==> config.mk <==
export PLATFORM = sky130hd
export DESIGN_NAME = duty_slew
export DESIGN_NICKNAME = d
export VERILOG_FILES = /design/src/rtl/pdm_pkg.sv /design/src/rtl/tick_gen.sv /design/src/rtl/duty_slew.sv
export SDC_FILE = /design/constraint.sdc
export NUM_CORES = 1
export LEC_CHECK = 0
export ABC_AREA = 1
export CORE_MARGIN = 4
export CORE_UTILIZATION = 65
export CTS_CLUSTER_DIAMETER = 200
export CTS_CLUSTER_SIZE = 12
export DETAILED_ROUTE_END_ITERATION = 10
export HOLD_SLACK_MARGIN = 0.1
export PLACE_DENSITY = 0.9
export SLEW_MARGIN = 10
export SYNTH_ARGS = -nofsm -noshare
export SYNTH_HDL_FRONTEND = slang
export SYNTH_SLANG_ARGS = --single-unit
==> constraint.sdc <==
create_clock -name clk -period 5.35 [get_ports clk]
set_input_delay 0.535 -clock clk [delete_from_list [all_inputs] [get_ports clk]]
set_output_delay 0.535 -clock clk [all_outputs]
set_load 0.1 [all_outputs]
==> src/rtl/pdm_pkg.sv <==
`default_nettype none
// ============================================================================
// Module   : pdm_pkg
// Purpose  : Shared definitions for the PDM duty path: default slew
//            parameters, duty-slew state encoding and a helper that forms
//            the unsigned distance between two duty values.
// Ports    : none (package)
// Revision : 1.0  initial release
// ============================================================================
package pdm_pkg;

  // 20 kHz update rate at a 50 MHz system clock.
  localparam int unsigned c_TICK_DIV_DEFAULT = 2500;
  localparam logic [15:0] c_STEP_DEFAULT     = 16'h0040;

  localparam logic [1:0] c_ST_IDLE = 2'd0;
  localparam logic [1:0] c_ST_HOLD = 2'd1;
  localparam logic [1:0] c_ST_RAMP = 2'd2;

  typedef enum logic [1:0] {
    IDLE = c_ST_IDLE,
    HOLD = c_ST_HOLD,
    RAMP = c_ST_RAMP
  } state_e;

  // |a - b| at 17 bits so the subtraction can never wrap.
  function automatic logic [16:0] abs_diff17(input logic [15:0] a,
                                             input logic [15:0] b);
    logic [16:0] a17;
    logic [16:0] b17;
    a17 = {1'b0, a};
    b17 = {1'b0, b};
    return (a17 >= b17) ? (a17 - b17) : (b17 - a17);
  endfunction

endpackage
`default_nettype wire

==> src/rtl/tick_gen.sv <==
`default_nettype none
// ============================================================================
// Module   : tick_gen
// Purpose  : Free-running modulo-TICK_DIV counter that raises tick for one
//            cycle each time the count reaches TICK_DIV-1.
// Ports    : clk  - system clock
//            rst  - synchronous active-high reset
//            clr  - holds the count at 0 while high
//            tick - one-cycle pulse when the count equals TICK_DIV-1
// Revision : 1.0  initial release
// ============================================================================
module tick_gen #(
  parameter int unsigned TICK_DIV = 2500
) (
  input  logic clk,
  input  logic rst,
  input  logic clr,
  output logic tick
);

  localparam logic [15:0] c_LAST = 16'(TICK_DIV - 1);

  logic [15:0] cnt_q;

  always_ff @(posedge clk) begin
    if (rst || clr) begin
      cnt_q <= '0;
    end else if (cnt_q == c_LAST) begin
      cnt_q <= '0;
    end else begin
      cnt_q <= cnt_q + 16'd1;
    end
  end

  assign tick = (cnt_q == c_LAST);

endmodule
`default_nettype wire

==> src/rtl/duty_slew.sv <==
`default_nettype none
// ============================================================================
// Module   : duty_slew
// Purpose  : Slew-rate limiter for the PDM modulator duty input. Accepts a
//            target duty and walks the registered duty toward it by at most
//            STEP per update tick, landing exactly on the target.
// Ports    : clk      - 50 MHz system clock
//            rst      - synchronous active-high reset
//            enable   - drive enable; low forces duty to 0 immediately
//            tgt_duty - unsigned target duty
//            tgt_vld  - tgt_duty valid
//            tgt_rdy  - target accepted this cycle when high with tgt_vld
//            duty     - registered duty output
//            at_tgt   - duty has settled on the accepted target (HOLD)
//            busy     - a ramp is in progress (RAMP)
// Revision : 1.0  initial release
// ============================================================================
module duty_slew
  import pdm_pkg::*;
#(
  parameter int unsigned TICK_DIV = c_TICK_DIV_DEFAULT,
  parameter logic [15:0] STEP     = c_STEP_DEFAULT
) (
  input  logic        clk,
  input  logic        rst,
  input  logic        enable,
  input  logic [15:0] tgt_duty,
  input  logic        tgt_vld,
  output logic        tgt_rdy,
  output logic [15:0] duty,
  output logic        at_tgt,
  output logic        busy
);

  state_e      state_q, state_d;
  logic [15:0] duty_q, duty_d;
  logic [15:0] tgt_q, tgt_d;

  logic        w_tick;
  logic        w_clr;
  logic [16:0] w_diff;
  logic        w_up;

  // The counter only runs while driving, so the first update after enable
  // always lands a full TICK_DIV period after the count restarts.
  assign w_clr = (state_q == IDLE) || !enable;

  tick_gen #(
    .TICK_DIV (TICK_DIV)
  ) u_tick_gen (
    .clk  (clk),
    .rst  (rst),
    .clr  (w_clr),
    .tick (w_tick)
  );

  assign w_diff = abs_diff17(tgt_q, duty_q);
  assign w_up   = (tgt_q > duty_q);

  always_comb begin
    state_d = state_q;
    duty_d  = duty_q;
    tgt_d   = tgt_q;
    if (!enable) begin
      // Abrupt shutoff: no ramp-down.
      state_d = IDLE;
      duty_d  = '0;
      tgt_d   = '0;
    end else begin
      // The ramp below reads the registered tgt_q, so a target accepted on a
      // tick cycle only steers the following tick.
      if (state_q != IDLE && tgt_vld) begin
        tgt_d = tgt_duty;
      end
      case (state_q)
        IDLE: state_d = HOLD;
        HOLD: begin
          if (tgt_q != duty_q) begin
            state_d = RAMP;
          end
        end
        RAMP: begin
          if (w_tick) begin
            if (w_diff <= {1'b0, STEP}) begin
              // Final step snaps onto the target, so no overshoot or wrap.
              duty_d  = tgt_q;
              state_d = HOLD;
            end else if (w_up) begin
              duty_d = duty_q + STEP;
            end else begin
              duty_d = duty_q - STEP;
            end
          end
        end
        default: state_d = IDLE;
      endcase
    end
  end

  always_ff @(posedge clk) begin
    if (rst) begin
      state_q <= IDLE;
      duty_q  <= '0;
      tgt_q   <= '0;
    end else begin
      state_q <= state_d;
      duty_q  <= duty_d;
      tgt_q   <= tgt_d;
    end
  end

  assign tgt_rdy = (state_q != IDLE);
  assign at_tgt  = (state_q == HOLD);
  assign busy    = (state_q == RAMP);
  assign duty    = duty_q;

endmodule
`default_nettype wire

==> flow_results.org, run 1 <==
** Floorplanning
- Initial Util :: 0.675
- In this run the count of I/O pins placed on the die edge is 39.
- Row generation in the floorplan step produced 31 rows.
- The die covers approximately 9000 sq um.
- In this run the horizontal extent of the chip is roughly 95 um.
- Core ar. :: around 7300 sq um
- Die Span Y :: about 95 um

** Critical path
- The critical path in this run is classified as flop to flop.
- For the worst setup path, the data required time is 5.59 ns.
- Reg-to-reg setup timing slack :: 1.36 ns
- In this run the worst path has a maximum fanout of 10.
- Endpoint kind of the worst setup timing path :: flop
- Data arrival time of the critical path :: ~4.2 ns
- Category of the worst setup path launch point :: flop

** Timing
- Total count of max-transition violations in the final report :: 0
- Post-route minimum period :: approximately 4.0 ns
- At the pin with the least slew margin, the transition time is about 1 ns.
- Setup violations remaining at the end of the flow were counted as 0.
- Of the available clock period, the critical path in the final layout requires 0.745.
- Measured against its own limit, the worst slew margin works out to 0.322.
- Summed over all failing endpoints, the final setup total negative slack is 0 ns.
- Highest clock rate :: around 250 MHz
- On the final layout, the worst clock skew is 0.0118 ns.
- Final count of hold timing violations :: 0
- Tightest hold margin :: between 0.4 and 0.5 ns
- RSZ-0062 raised after global routing :: no

** Placement
- Routability-driven placement finished with a final weighted congestion of ~1.1.
- Once placement finished, the instance area stood at between 5000 and 6000 sq um.
- Input and output buffers added on the ports amount to 38.
- HPWL after DPL :: 11200 um

** Run status
- The run finished with clean final reports.

** Global routing
- Antenna violations before repair :: 0
- Via count of the first global-routing pass :: around 5000
- For this run, the total global-route usage over all layers was measured as 0.324.
- Pin count of the biggest net entering global routing :: 33
- Global-route wire length before repair :: 23200 um
- After global routing the overflow that remains totals 0.

** Clocking
- TritonCTS created 5 clock buffers.
- Clk Latency, worst-skew pair :: between 0.3 and 0.4 ns
- Longest Clk Path Bufs :: 2
- The clock drives 50 sinks.
- Number of H-tree levels :: 2
- Post-CTS repair timing setup buffer count :: 0
- Post-CTS repair changed the size of 0 cells.
- TritonCTS built the clock tree.
- After clock tree synthesis, the clock-pin slew on the worst setup and hold paths is around 0.090 ns.
- Root cell of the clock tree :: sky130_fd_sc_hd__clkbuf_8
- Buffers inserted to repair hold after CTS numbered 0.

** Finish
- Layout cells sized above 1 :: 0.0628
- Layout Utilization :: 0.752
- Finished layout cell area :: between 5000 and 6000 sq um
- Relative to the synthesized area, the layout overhead comes to 11.4%.
- Number of fill cells :: between 600 and 700
- The number of antenna diodes in the final layout is 0.
- Post-layout nets :: 907

** Synthesis
- Averaged over all synthesized cells, the footprint is slightly above 6 sq um.
- Most used standard cell by instance count after synthesis :: sky130_fd_sc_hd__nand2_1
- Of the post-synthesis cell area, the part taken by muxes is 0.
- Counting flops and latches in the post-synthesis netlist gives 50.
- After synthesis, the largest family of logic cells by area is simple AND/OR/NAND/NOR gates.
- Flip-flop cell with the highest count after synthesis :: sky130_fd_sc_hd__dfxtp_1
- Post-synthesis net count :: 875
- After technology mapping, the gate count stands at between 800 and 900.
- The synthesized-area fraction occupied by ao, oa, aoi and oai cells came to 0.112.
- Share of synthesized area occupied by flip-flops and latches :: 0.203
- Ranking of synthesized cells by area :: sky130_fd_sc_hd__dfxtp_1 20%, sky130_fd_sc_hd__nand2_1 18%, sky130_fd_sc_hd__inv_1 11%
- Of the total synthesized cell area, the portion taken by full adders, half adders and majority gates is 0.116.
- Area share of and/or/nand/nor cells after synthesis :: 0.403
- Library cell occupying the most area in the post-synthesis netlist :: sky130_fd_sc_hd__dfxtp_1
- Number of flops mapped to enable cells by yosys :: 0
- Counting distinct cell types in the post-synthesis netlist gives 44.
- Combined area of all synthesized cells :: about 5000 sq um
- Yosys Warn Count :: 0
- Share of the synthesized netlist area taken by xor and xnor gates :: 0.0320
- Counting flops with an async set or reset pin after synthesis yields a share of 0.
- Post-synth top area share :: 0.203
- Leading cell types by count after synthesis :: 242 x sky130_fd_sc_hd__nand2_1, 144 x sky130_fd_sc_hd__inv_1, 61 x sky130_fd_sc_hd__a21oi_1

** Pwr
- Of the total power, the clock network draws 0.251.
- Cell internal power was estimated by the tool at roughly 700 uW.
- Of the total power, registers draw 0.330.
- Peak supply drop :: around 0.00018 V
- Total net switching power :: 468 uW
- Areal power density over the cells :: around 210 nW/um^2
- Pwr Total :: 1150 uW
- Proportion of total power due to net switching :: 0.406
- In this run the static leakage power is about 0.0027 uW.
- Combinational fraction of design power :: 0.420

** Drt
- First DRT Iteration DRCs :: 319
- Dividing the detail-routed wire length by the instance count gives ~15 um.
- Detailed-route vias per instance :: 5.52
- DR pass1 iterations :: 5
- Count of unresolved DRC violations after routing :: 0
- The final route contains roughly 5200 vias.
- The routed design has approximately 14000 um of wire.
- The count of nets left with antenna violations once routing finished came out at 0.

** Min path
- In this run the worst hold path is classified as flop to flop.

** Run
- Maximum capacitance violations :: 0
power by group through the flow:
stage               clock (uW)  sequential (uW)  combinational, uW
floorplan                    0              387                365
global placement             0              388                464
detailed placement           0              389                470
CTS                        292              380                475
global route               310              381                531
finish                     289              380                484
area by class of cell:
class                           count  area [sq um]  area share
Clock inverter                      2          38.8     0.00707
Clock buffer                        6          82.6      0.0151
Tap cell                           99           124      0.0226
Sequential cell                    50          1000       0.182
Timing Repair Buffer               39           388      0.0707
Inverter                          156           586       0.107
Multi-Input combinational cell    591          3270       0.595
metrics by stage:
step	setup WS, ns	std cells
2_1_floorplan	1.23	811
3_3_place_gp	1.57	935
3_5_place_dp	1.52	935
4_1_cts	1.47	943
5_1_grt	0.919	943
6_report	1.36	943
worst paths after layout:
kind	start	endpoint	cells after the start
setup / recovery	duty[6]	duty[14]	22
hold / removal	u_tick_gen.cnt_q[0]	u_tick_gen.cnt_q[0]	1
setup reg to reg	duty[6]	duty[14]	22
hold reg to reg	u_tick_gen.cnt_q[0]	u_tick_gen.cnt_q[0]	1
state kept, by name, summed over array words and instances, names as in the netlist:
| signal | cells |
|---|---|
| tgt_q | 16 |
| duty | 16 |
| u_tick_gen.cnt_q | 16 |
| state_q | 2 |
cells in the final DEF (no fill, tap or decap), types with 10 or more instances in the layout:
cell | Yosys | layout
sky130_fd_sc_hd__nand2_1 | 242 | 242
sky130_fd_sc_hd__inv_1 | 144 | 144
sky130_fd_sc_hd__a21oi_1 | 61 | 61
sky130_fd_sc_hd__nand3_1 | 55 | 55
sky130_fd_sc_hd__dfxtp_1 | 50 | 50
sky130_fd_sc_hd__nor2_1 | 45 | 45
sky130_fd_sc_hd__ha_1 | 41 | 41
sky130_fd_sc_hd__clkdlybuf4s50_1 | 0 | 38
sky130_fd_sc_hd__o21ai_0 | 28 | 28
sky130_fd_sc_hd__nand4_1 | 26 | 26
sky130_fd_sc_hd__nor3_1 | 16 | 16
sky130_fd_sc_hd__xor2_1 | 15 | 15
sky130_fd_sc_hd__inv_2 | 10 | 10
logic make-up (layout without fill, tap and decap cells):
kind of cell,Yosys count,after routing
buffers and inverters,170,203
AOI/OAI and AO/OA,105,105
and+or+nand+nor,424,424
xor gates and xnor gates,18,18
DFF,50,50
adders and majority gates,44,44
critical path, stage by stage (launching register included):
cell and delay [ns]:
sky130_fd_sc_hd__dfxtp_1 0.47, sky130_fd_sc_hd__inv_1 0.14, sky130_fd_sc_hd__ha_1 0.43, sky130_fd_sc_hd__nand2_1 0.15, sky130_fd_sc_hd__nor2_4 0.15, sky130_fd_sc_hd__nand3_1 0.13, sky130_fd_sc_hd__nand3_2 0.13, sky130_fd_sc_hd__nand2_2 0.09
sky130_fd_sc_hd__nand2_1 0.07, sky130_fd_sc_hd__nand2_1 0.26, sky130_fd_sc_hd__ha_1 0.48, sky130_fd_sc_hd__a21oi_1 0.18, sky130_fd_sc_hd__o21ai_0 0.17, sky130_fd_sc_hd__nand2_1 0.10, sky130_fd_sc_hd__nand2_1 0.05, sky130_fd_sc_hd__a21oi_1 0.20
sky130_fd_sc_hd__inv_1 0.06, sky130_fd_sc_hd__a21oi_1 0.12, sky130_fd_sc_hd__o21ai_0 0.11, sky130_fd_sc_hd__xnor2_1 0.14, sky130_fd_sc_hd__nand2_1 0.06, sky130_fd_sc_hd__nand3_1 0.06, sky130_fd_sc_hd__a21oi_1 0.17
per-layer routing:
metal / vias up / wire length (um) / track usage
met5: - / 0 / 0
met4: 0 / 434 / 0.135
met3: 37 / 990 / 0.0497
met2: 214 / 6590 / 0.550
met1: 2323 / 5840 / 0.408
li1: 2634 / - / -
(Power assumes the default switching activity.)
==> run 2: changes to the inputs <==
--- a/config.mk
+++ b/config.mk
@@ -7,12 +7,12 @@
 export LEC_CHECK = 0
 export ABC_AREA = 1
 export CORE_MARGIN = 4
-export CORE_UTILIZATION = 65
+export CORE_UTILIZATION = 60
 export CTS_CLUSTER_DIAMETER = 200
 export CTS_CLUSTER_SIZE = 12
 export DETAILED_ROUTE_END_ITERATION = 10
 export HOLD_SLACK_MARGIN = 0.1
-export PLACE_DENSITY = 0.9
+export PLACE_DENSITY = 0.84
 export SLEW_MARGIN = 10
 export SYNTH_ARGS = -nofsm -noshare
 export SYNTH_HDL_FRONTEND = slang
==> constraint.sdc (replaced) <==
create_clock -name clk -period 3.8 [get_ports clk]
set_input_delay 0.38 -clock clk [delete_from_list [all_inputs] [get_ports clk]]
set_output_delay 0.38 -clock clk [all_outputs]
set_load 0.1 [all_outputs]
==> run 2 against run 1 <==
- power is 43% higher
- count of clock-buffer cells in the layout stayed put
- die area is 7.6% higher
- clock skew is 0.0056 ns higher
- setup slack worse by 1.2 ns
- via count is 2.0% higher
- final cell count is 0.53% higher
- non-clock buffer count is 2 higher
- register-to-register slack worse by 1.2 ns
- routed wire length is 4.6% higher
- critical endpoint is now duty[15]
- largest power group unchanged
==> flow_results.org, run 2 (same netlist as run 1, synthesis figures left out) <==
** Global routing
- Total global-route track usage :: 0.296 (-0.0281)
- The via count of the first global-routing pass is 5058 (-0.18%).
- Global-route wire length before repair :: 23900 um (+3.1%)
- The remaining global-route overflow was 0 (unchanged).
- The maximum number of pins on one net before global-route repair was 25 (-24%).
- Antenna violations before repair :: 0 (unchanged)

** Drt
- DR pass1 iterations :: 5 (unchanged)
- Number of vias after detailed routing :: 5313 (+2.0%)
- The ratio of routed vias to standard cells was 5.60 (+1.5%).
- The number of nets still failing antenna checks after routing came to 0 (unchanged).
- Detailed-route wire length per cell :: 15.3 um (+4.0%)
- The number of DRC violations after detailed-routing iteration 0 is 317 (-0.63%).
- Final routed wirelength across all metal layers :: 14500 um (+4.6%)
- Count of unresolved DRC violations after routing :: 0 (unchanged)

** Critical path
- The buffering stage count on the worst path with inverters included came to 2 (unchanged).
- Master of the slowest instance on the critical path :: sky130_fd_sc_hd__dfxtp_2
- Category of the worst setup path launch point :: flop
- Crit path cell chain :: inv_1 -> ha_2 -> nand2_1 -> nor2_4 -> nand3_1 -> nand3_2 -> nand2_2 -> nand2_1 -> nand2_2 -> ha_1 -> a21o_1 -> nand2_1 -> and3_1 -> o21ai_1 -> nand2_1 -> nand2_1 -> a21oi_1 -> xor2_1 -> nand3_1 -> nand3_1 -> nand2_1 -> inv_1
- The critical path in this run is classified as flop to flop.
- Among the stages of the critical path, the cell type that occurs most often is sky130_fd_sc_hd__nand2_1.
- Tracing the worst setup path back leads to its startpoint at duty[6].
- The required arrival time at the worst endpoint is 4.00 ns (-1.59 ns).
- STA classifies the critical path endpoint as a flop.
- Worst r2r src :: duty[6]
- The highest fanout seen on the critical path came to 7 (-3).
- Kind of cell adding the most delay to the critical path :: simple AND/OR/NAND/NOR gates
- Max incr delay on CP :: 0.41 ns (-0.07 ns)
- The critical path arrival came to 3.80 ns (-0.43 ns).

** Clocking
- The quantity of hold-fixing buffers added after cts came to 0 (unchanged).
- The maximum buffer depth of the clock tree came to 2 (unchanged).
- Clk Latency, worst-skew pair :: 0.31 ns (about the same)
- Post-CTS repair timing setup buffer count :: 0 (unchanged)
- The maximum level of the CTS H-tree came to 2 (unchanged).
- The TritonCTS sink count was 50 (unchanged).
- Root cell of the clock tree :: sky130_fd_sc_hd__clkbuf_8
- The number of buffers added by the clock tree synthesis step was 5 (unchanged).
- Clk slew on worst S/H paths :: 0.09 ns (about the same)
- TritonCTS built the clock tree.
- Cts repair resizes :: 0 (unchanged)

** Timing
- The maximum achievable frequency was 278 MHz (+11%).
- The part of the cycle the worst path needs is 0.948 (+0.203).
- Worst Clk Skew :: 0.0174 ns (+0.00558 ns)
- The headroom to the max-slew limit came to 0.321 (-0.000976).
- Final count of hold timing violations :: 0 (unchanged)
- RSZ-0062 raised after global routing :: no
- The shortest clock period the worst path allows after layout came to 3.60 ns (-0.384 ns).
- Count of endpoints failing setup in the final report :: 0 (unchanged)
- The slew at the pin closest to its max-slew limit came to 1.01 ns (-0.00313 ns).
- The number of max-slew violations in the final report is 0 (unchanged).
- Total Neg Setup Slack :: 0 ns (unchanged)

** Finish
- Most common cell after layout, fill and taps aside :: sky130_fd_sc_hd__nand2_1
- Layout overhead on the synthesized area :: 13.0%
- Post-layout nets :: 909 (+0.22%)
- Leaving out fill and tap cells, the most frequent cells in the layout are 241 x sky130_fd_sc_hd__nand2_1, 144 x sky130_fd_sc_hd__inv_1, 61 x sky130_fd_sc_hd__a21oi_1.
- The count of inserted antenna diode cells came to 0 (unchanged).
- The number of filler cells placed in the layout was 684 (+11%).
- Number of standard cells in the final layout excluding fillers :: 948 (+0.53%)
- The layout cell share with drive strength beyond 1 came to 0.0922 (+0.0294).

** Floorplanning
- Core ar. :: 7850 sq um (+7.6%)
- Initial Util :: 0.627 (-0.0478)
- The number of rows in the core area came to 32 (+3.2%).
- Area of the die :: 9720 sq um (+7.6%)
- Die Span Y :: 98.6 um (+3.7%)
- The horizontal die dimension was 98.6 um (+3.7%).
- The top-level port count is 39 (unchanged).

** Pwr
- Cell-internal power :: 974 uW (+42%)
- The net switching power figure is 674 uW (+44%).
- The standby leakage power was 0.00274 uW (+0.42%).
- Peak supply drop :: 0.000323 V (+76%)
- The clock network fraction of design power came to 0.246 (-0.005).
- The power density over the cells was 296 nW/um^2 (+41%).
- The sequential share of power is 0.325 (-0.005).
- Proportion of total power due to net switching :: 0.409 (+0.00341)
- The logic gate share of total power was 0.430 (+0.010).

** Placement
- The placed cell count came to 940 (+0.53%).
- Final estimated routing congestion in global placement :: 1.10 (+2.3%)
- HPWL after DPL :: 11700 um (+4.1%)
- The number of buffers inserted by port buffering is 38 (unchanged).

** Min path
- Worst min path class :: flop to flop
- Hold Path Origin :: u_tick_gen.cnt_q[0]

** Run
- The number of max-cap violations was 0 (unchanged).

** Run status
- The flow ran to the end, and the final reports show no timing, DRC or antenna violations.
## run 2: changes by cell type in the layout (fill, tap and decap cells not counted), moves of 5 or more
cell	previous run	this run
sky130_fd_sc_hd__dfxtp_1	50	35
sky130_fd_sc_hd__dfxtp_2	0	15
sky130_fd_sc_hd__ha_1	41	34
sky130_fd_sc_hd__ha_2	0	5
## run 2: worst register-to-register path: stages (launching register included)
cell                      delay, ns
sky130_fd_sc_hd__dfxtp_2       0.41
sky130_fd_sc_hd__inv_1         0.10
sky130_fd_sc_hd__ha_2          0.39
sky130_fd_sc_hd__nand2_1       0.13
sky130_fd_sc_hd__nor2_4        0.14
sky130_fd_sc_hd__nand3_1       0.14
sky130_fd_sc_hd__nand3_2       0.13
sky130_fd_sc_hd__nand2_2       0.09
sky130_fd_sc_hd__nand2_1       0.09
sky130_fd_sc_hd__nand2_2       0.13
sky130_fd_sc_hd__ha_1          0.41
sky130_fd_sc_hd__a21o_1        0.16
sky130_fd_sc_hd__nand2_1       0.06
sky130_fd_sc_hd__and3_1        0.20
sky130_fd_sc_hd__o21ai_1       0.26
sky130_fd_sc_hd__nand2_1       0.10
sky130_fd_sc_hd__nand2_1       0.07
sky130_fd_sc_hd__a21oi_1       0.06
sky130_fd_sc_hd__xor2_1        0.14
sky130_fd_sc_hd__nand3_1       0.08
sky130_fd_sc_hd__nand3_1       0.08
sky130_fd_sc_hd__nand2_1       0.07
sky130_fd_sc_hd__inv_1         0.04
## run 2: per-stage QoR
stage | util | worst slack (ns) | hold slack (ns) | cell area (sq um) | power (uW)
2_1_floorplan | - | 0.0571 | 0.418 | 4940 | 1060
3_3_place_gp | 0.688 | 0.262 | 0.430 | 5400 | 1220
3_5_place_dp | 0.688 | 0.152 | 0.440 | 5400 | 1230
4_1_cts | 0.704 | 0.0901 | 0.463 | 5520 | 1620
5_1_grt | 0.709 | 0.0165 | 0.491 | 5560 | 1740
6_report | 0.709 | 0.198 | 0.467 | 5560 | 1650
## run 2: cell type report
| cell class | instances | area [sq um] | area share |
|---|---|---|---|
| clock inverter | 2 | 38.8 | 0.00697 |
| inverter | 156 | 586 | 0.105 |
| clock buffer | 6 | 82.6 | 0.0148 |
| sequential | 50 | 1020 | 0.183 |
| tap | 102 | 128 | 0.0229 |
| multi-input combinational | 591 | 3310 | 0.594 |
| timing repair buffer | 41 | 403 | 0.0724 |
## run 2: power groups by stage
stage          clock, uW  combinational [uW]  sequential [uW]
2_1_floorplan          0                 514              545
5_1_grt              429                 780              536
4_1_cts              404                 686              535
3_3_place_gp           0                 671              547
3_5_place_dp           0                 682              547
6_report             405                 708              535
## run 2: path summary, 6_finish.rpt
check                              to  slack [ns]  cells past startpoint
setup / recovery             duty[15]        0.20                     22
hold / removal    u_tick_gen.cnt_q[0]        0.47                      1
setup reg to reg             duty[15]        0.20                     22
hold reg to reg   u_tick_gen.cnt_q[0]        0.47                      1
## run 2: layer usage
metal,wire length [um],global-route usage
met2,6860,0.507
met5,0,0
met1,6370,0.390
met3,945,0.0368
met4,312,0.0851
==> run 3: changes to the inputs <==
--- a/config.mk
+++ b/config.mk
@@ -7,12 +7,13 @@
 export LEC_CHECK = 0
 export ABC_AREA = 1
 export CORE_MARGIN = 4
-export CORE_UTILIZATION = 60
+export CORE_UTILIZATION = 40
 export CTS_CLUSTER_DIAMETER = 200
 export CTS_CLUSTER_SIZE = 12
 export DETAILED_ROUTE_END_ITERATION = 10
 export HOLD_SLACK_MARGIN = 0.1
-export PLACE_DENSITY = 0.84
+export PLACE_DENSITY = 0.6
+export RECOVER_POWER = 100
 export SLEW_MARGIN = 10
 export SYNTH_ARGS = -nofsm -noshare
 export SYNTH_HDL_FRONTEND = slang
==> run 3 against run 2 <==
- non-clock buffer count rose by 3
- hold slack got worse by 0.012 ns
- combinational power fell by 3%
- setup slack improved by 0.054 ns
- largest cell class unchanged
- sequential share of layout area fell by 0.24 points
- critical endpoint is now duty[8]
- core utilization fell by 24 points
- die area rose by 46%
- critical path depth fell by 5
==> flow_results.org, run 3 (same netlist as run 1, synthesis figures left out) <==
** Pwr
- The standby leakage power is 0.00280 uW (+2.0%).
- The power density over the cells came to 302 nW/um^2 (+1.9%).
- Peak supply drop :: 0.000243 V (-25%)

** Placement
- The placement-stage cell area is 5480 sq um (+1.5%).
- The final weighted congestion of routability-driven global placement came to 1.01 (-8.2%).
- The HPWL reported at the end of detailed placement is 12100 um (+3.8%).
- Instance count after placement with tap cells included :: 988 (+5.1%)
- Count of port buffers added during placement :: 38 (unchanged)
- Worst-case setup slack after placement :: 0.142 ns (-0.00976 ns)

** Timing
- The worst clock skew is 0.00709 ns (-0.0103 ns).
- The part of the cycle the worst path needs came to 0.934 (-0.0141).
- Max-Slew Margin vs Limit :: 0.256 (-0.0654)
- The minimum setup slack in the final design is 0.252 ns (+0.0537 ns).
- Total count of max-transition violations in the final report :: 0 (unchanged)
- The slew at the pin closest to its max-slew limit is 1.11 ns (+0.0973 ns).
- The maximum achievable frequency came to 282 MHz (+1.5%).
- Post-route minimum period :: 3.55 ns (-0.0537 ns)
- Final count of hold timing violations :: 0 (unchanged)
- Count of endpoints failing setup in the final report :: 0 (unchanged)

** Global routing
- Pin count of the biggest net entering global routing :: 26 (+4.0%)
- Global-route wire length before repair :: 24100 um (+0.87%)
- Total congestion overflow after global routing :: 0 (unchanged)
- Total global-route track usage :: 0.208 (-0.0873)
- The initial antenna violation count was 0 (unchanged).
- The via count of the first global-routing pass is 4931 (-2.5%).

** Finish
- The count of inserted antenna diode cells came to 0 (unchanged).
- Layout overhead on the synthesized area :: 14.5%
- Finished layout cell area :: 5640 sq um (+1.3%)
- The layout cell share with drive strength beyond 1 came to 0.0931 (+0.000852).
- Most frequent cells in the layout :: 241 x sky130_fd_sc_hd__nand2_1, 145 x sky130_fd_sc_hd__inv_1, 60 x sky130_fd_sc_hd__a21oi_1
- Most common cell after layout, fill and taps aside :: sky130_fd_sc_hd__nand2_1
- The filler-free cell count of the finished design is 996 (+5.1%).
- Post-layout nets :: 912 (+0.33%)

** Drt
- Remaining number of nets flagged by the antenna check after routing :: 0 (unchanged)
- DR pass1 iterations :: 5 (unchanged)
- First DRT Iteration DRCs :: 306 (-3.5%)
- Detailed-route wire length per cell :: 14.9 um (-2.7%)
- The number of remaining DRC errors came to 0 (unchanged).
- The count of vias placed by the detailed router came to 5082 (-4.3%).
- The ratio of routed vias to standard cells came to 5.10 (-9.0%).
- The total wire length after detailed routing came to 14800 um (+2.3%).

** Run
- The number of max-cap violations came to 0 (unchanged).

** Clocking
- Number of buffers inserted for hold repair after clock tree synthesis :: 0 (unchanged)
- The maximum buffer depth of the clock tree was 2 (unchanged).
- The TritonCTS sink count came to 50 (unchanged).
- The number of buffers added for setup after CTS came to 0 (unchanged).
- Cts repair resizes :: 0 (unchanged)
- Clk slew on worst S/H paths :: 0.07 ns (-0.02 ns)
- Root cell of the clock tree :: sky130_fd_sc_hd__clkbuf_16
- Number of H-tree levels :: 2 (unchanged)
- Number of buffers created by CTS :: 5 (unchanged)
- Clk Latency, worst-skew pair :: 0.30 ns (about the same)
- Clock tree from TritonCTS :: done

** Critical path
- The critical path arrival came to 3.77 ns (-0.03 ns).
- Required time of the worst setup path :: 4.02 ns (+0.02 ns)
- Reg-to-reg setup timing slack :: 0.25 ns (+0.05 ns)
- The worst setup path is captured at a flop.
- The highest fanout seen on the critical path came to 13 (+6).
- Category of the worst setup path launch point :: flop
- By startpoint and endpoint, the worst setup path is classified as flop to flop.

** Run status
- Result of the run :: finished clean

** Floorplanning
- Die Span Y :: 119 um (+21%)
- The horizontal die dimension is 119 um (+21%).
- Core ar. :: 12000 sq um (+53%)
- The die area is 14100 sq um (+46%).
- The starting density of the core was 0.410 (-0.217).
- The top-level port count was 39 (unchanged).
- Total number of placement rows :: 40 (+25%)

** Min path
- Worst min path class :: flop to flop
## run 3: worst paths after layout
check / start / end / depth (start not counted)
setup / recovery: duty[8] / duty[8] / 17
hold / removal: u_tick_gen.cnt_q[0] / u_tick_gen.cnt_q[0] / 1
setup reg to reg: duty[8] / duty[8] / 17
hold reg to reg: u_tick_gen.cnt_q[0] / u_tick_gen.cnt_q[0] / 1
## run 3: layout make-up
cell class | count | area [sq um]
sequential | 50 | 1020
fill | 1268 | 6370
clock inverter | 3 | 28.8
multi-input combinational | 591 | 3270
clock buffer | 5 | 125
tap | 147 | 184
timing repair buffer | 44 | 422
inverter | 156 | 586
## run 3: report_power, final
group	switching, uW	internal (uW)	total [uW]	leakage, uW
clock network	226	253	478	0.0000763
registers	4.91	529	534	0.000411
logic	466	222	688	0.00231
## run 3: metrics by stage
stage,hold slack (ns),util,total power (uW),TNS (ns)
6_report,0.454,0.469,1700,0
5_1_grt,0.496,0.469,1800,-0.00593
4_1_cts,0.460,0.469,1720,0
3_5_place_dp,0.443,0.456,1230,0
3_3_place_gp,0.434,0.456,1240,0
2_1_floorplan,0.418,-,1060,0
## run 3: layer usage
layer  track usage  up-vias  share of wire
met5             0        -              0
met4        0.0492        0          0.014
met3        0.0242       16          0.054
met2         0.347      122           0.46
met1         0.288     2306           0.47
li1              -     2638              -
## run 3: worst max-delay path: stages (launching register included)
cell and delay (ns):
sky130_fd_sc_hd__dfxtp_2 0.38, sky130_fd_sc_hd__inv_1 0.06, sky130_fd_sc_hd__ha_1 0.40, sky130_fd_sc_hd__nand2_2 0.16, sky130_fd_sc_hd__inv_2 0.06, sky130_fd_sc_hd__a21oi_2 0.19, sky130_fd_sc_hd__nand3_2 0.13, sky130_fd_sc_hd__nand2_2 0.13
sky130_fd_sc_hd__nand3_4 0.19, sky130_fd_sc_hd__inv_1 0.36, sky130_fd_sc_hd__nand2_1 0.10, sky130_fd_sc_hd__nand2_1 0.12, sky130_fd_sc_hd__nand2_1 0.07, sky130_fd_sc_hd__nor2_2 0.51, sky130_fd_sc_hd__nand3_4 0.24, sky130_fd_sc_hd__nand2_1 0.12
sky130_fd_sc_hd__nand3_1 0.08, sky130_fd_sc_hd__a21oi_1 0.16
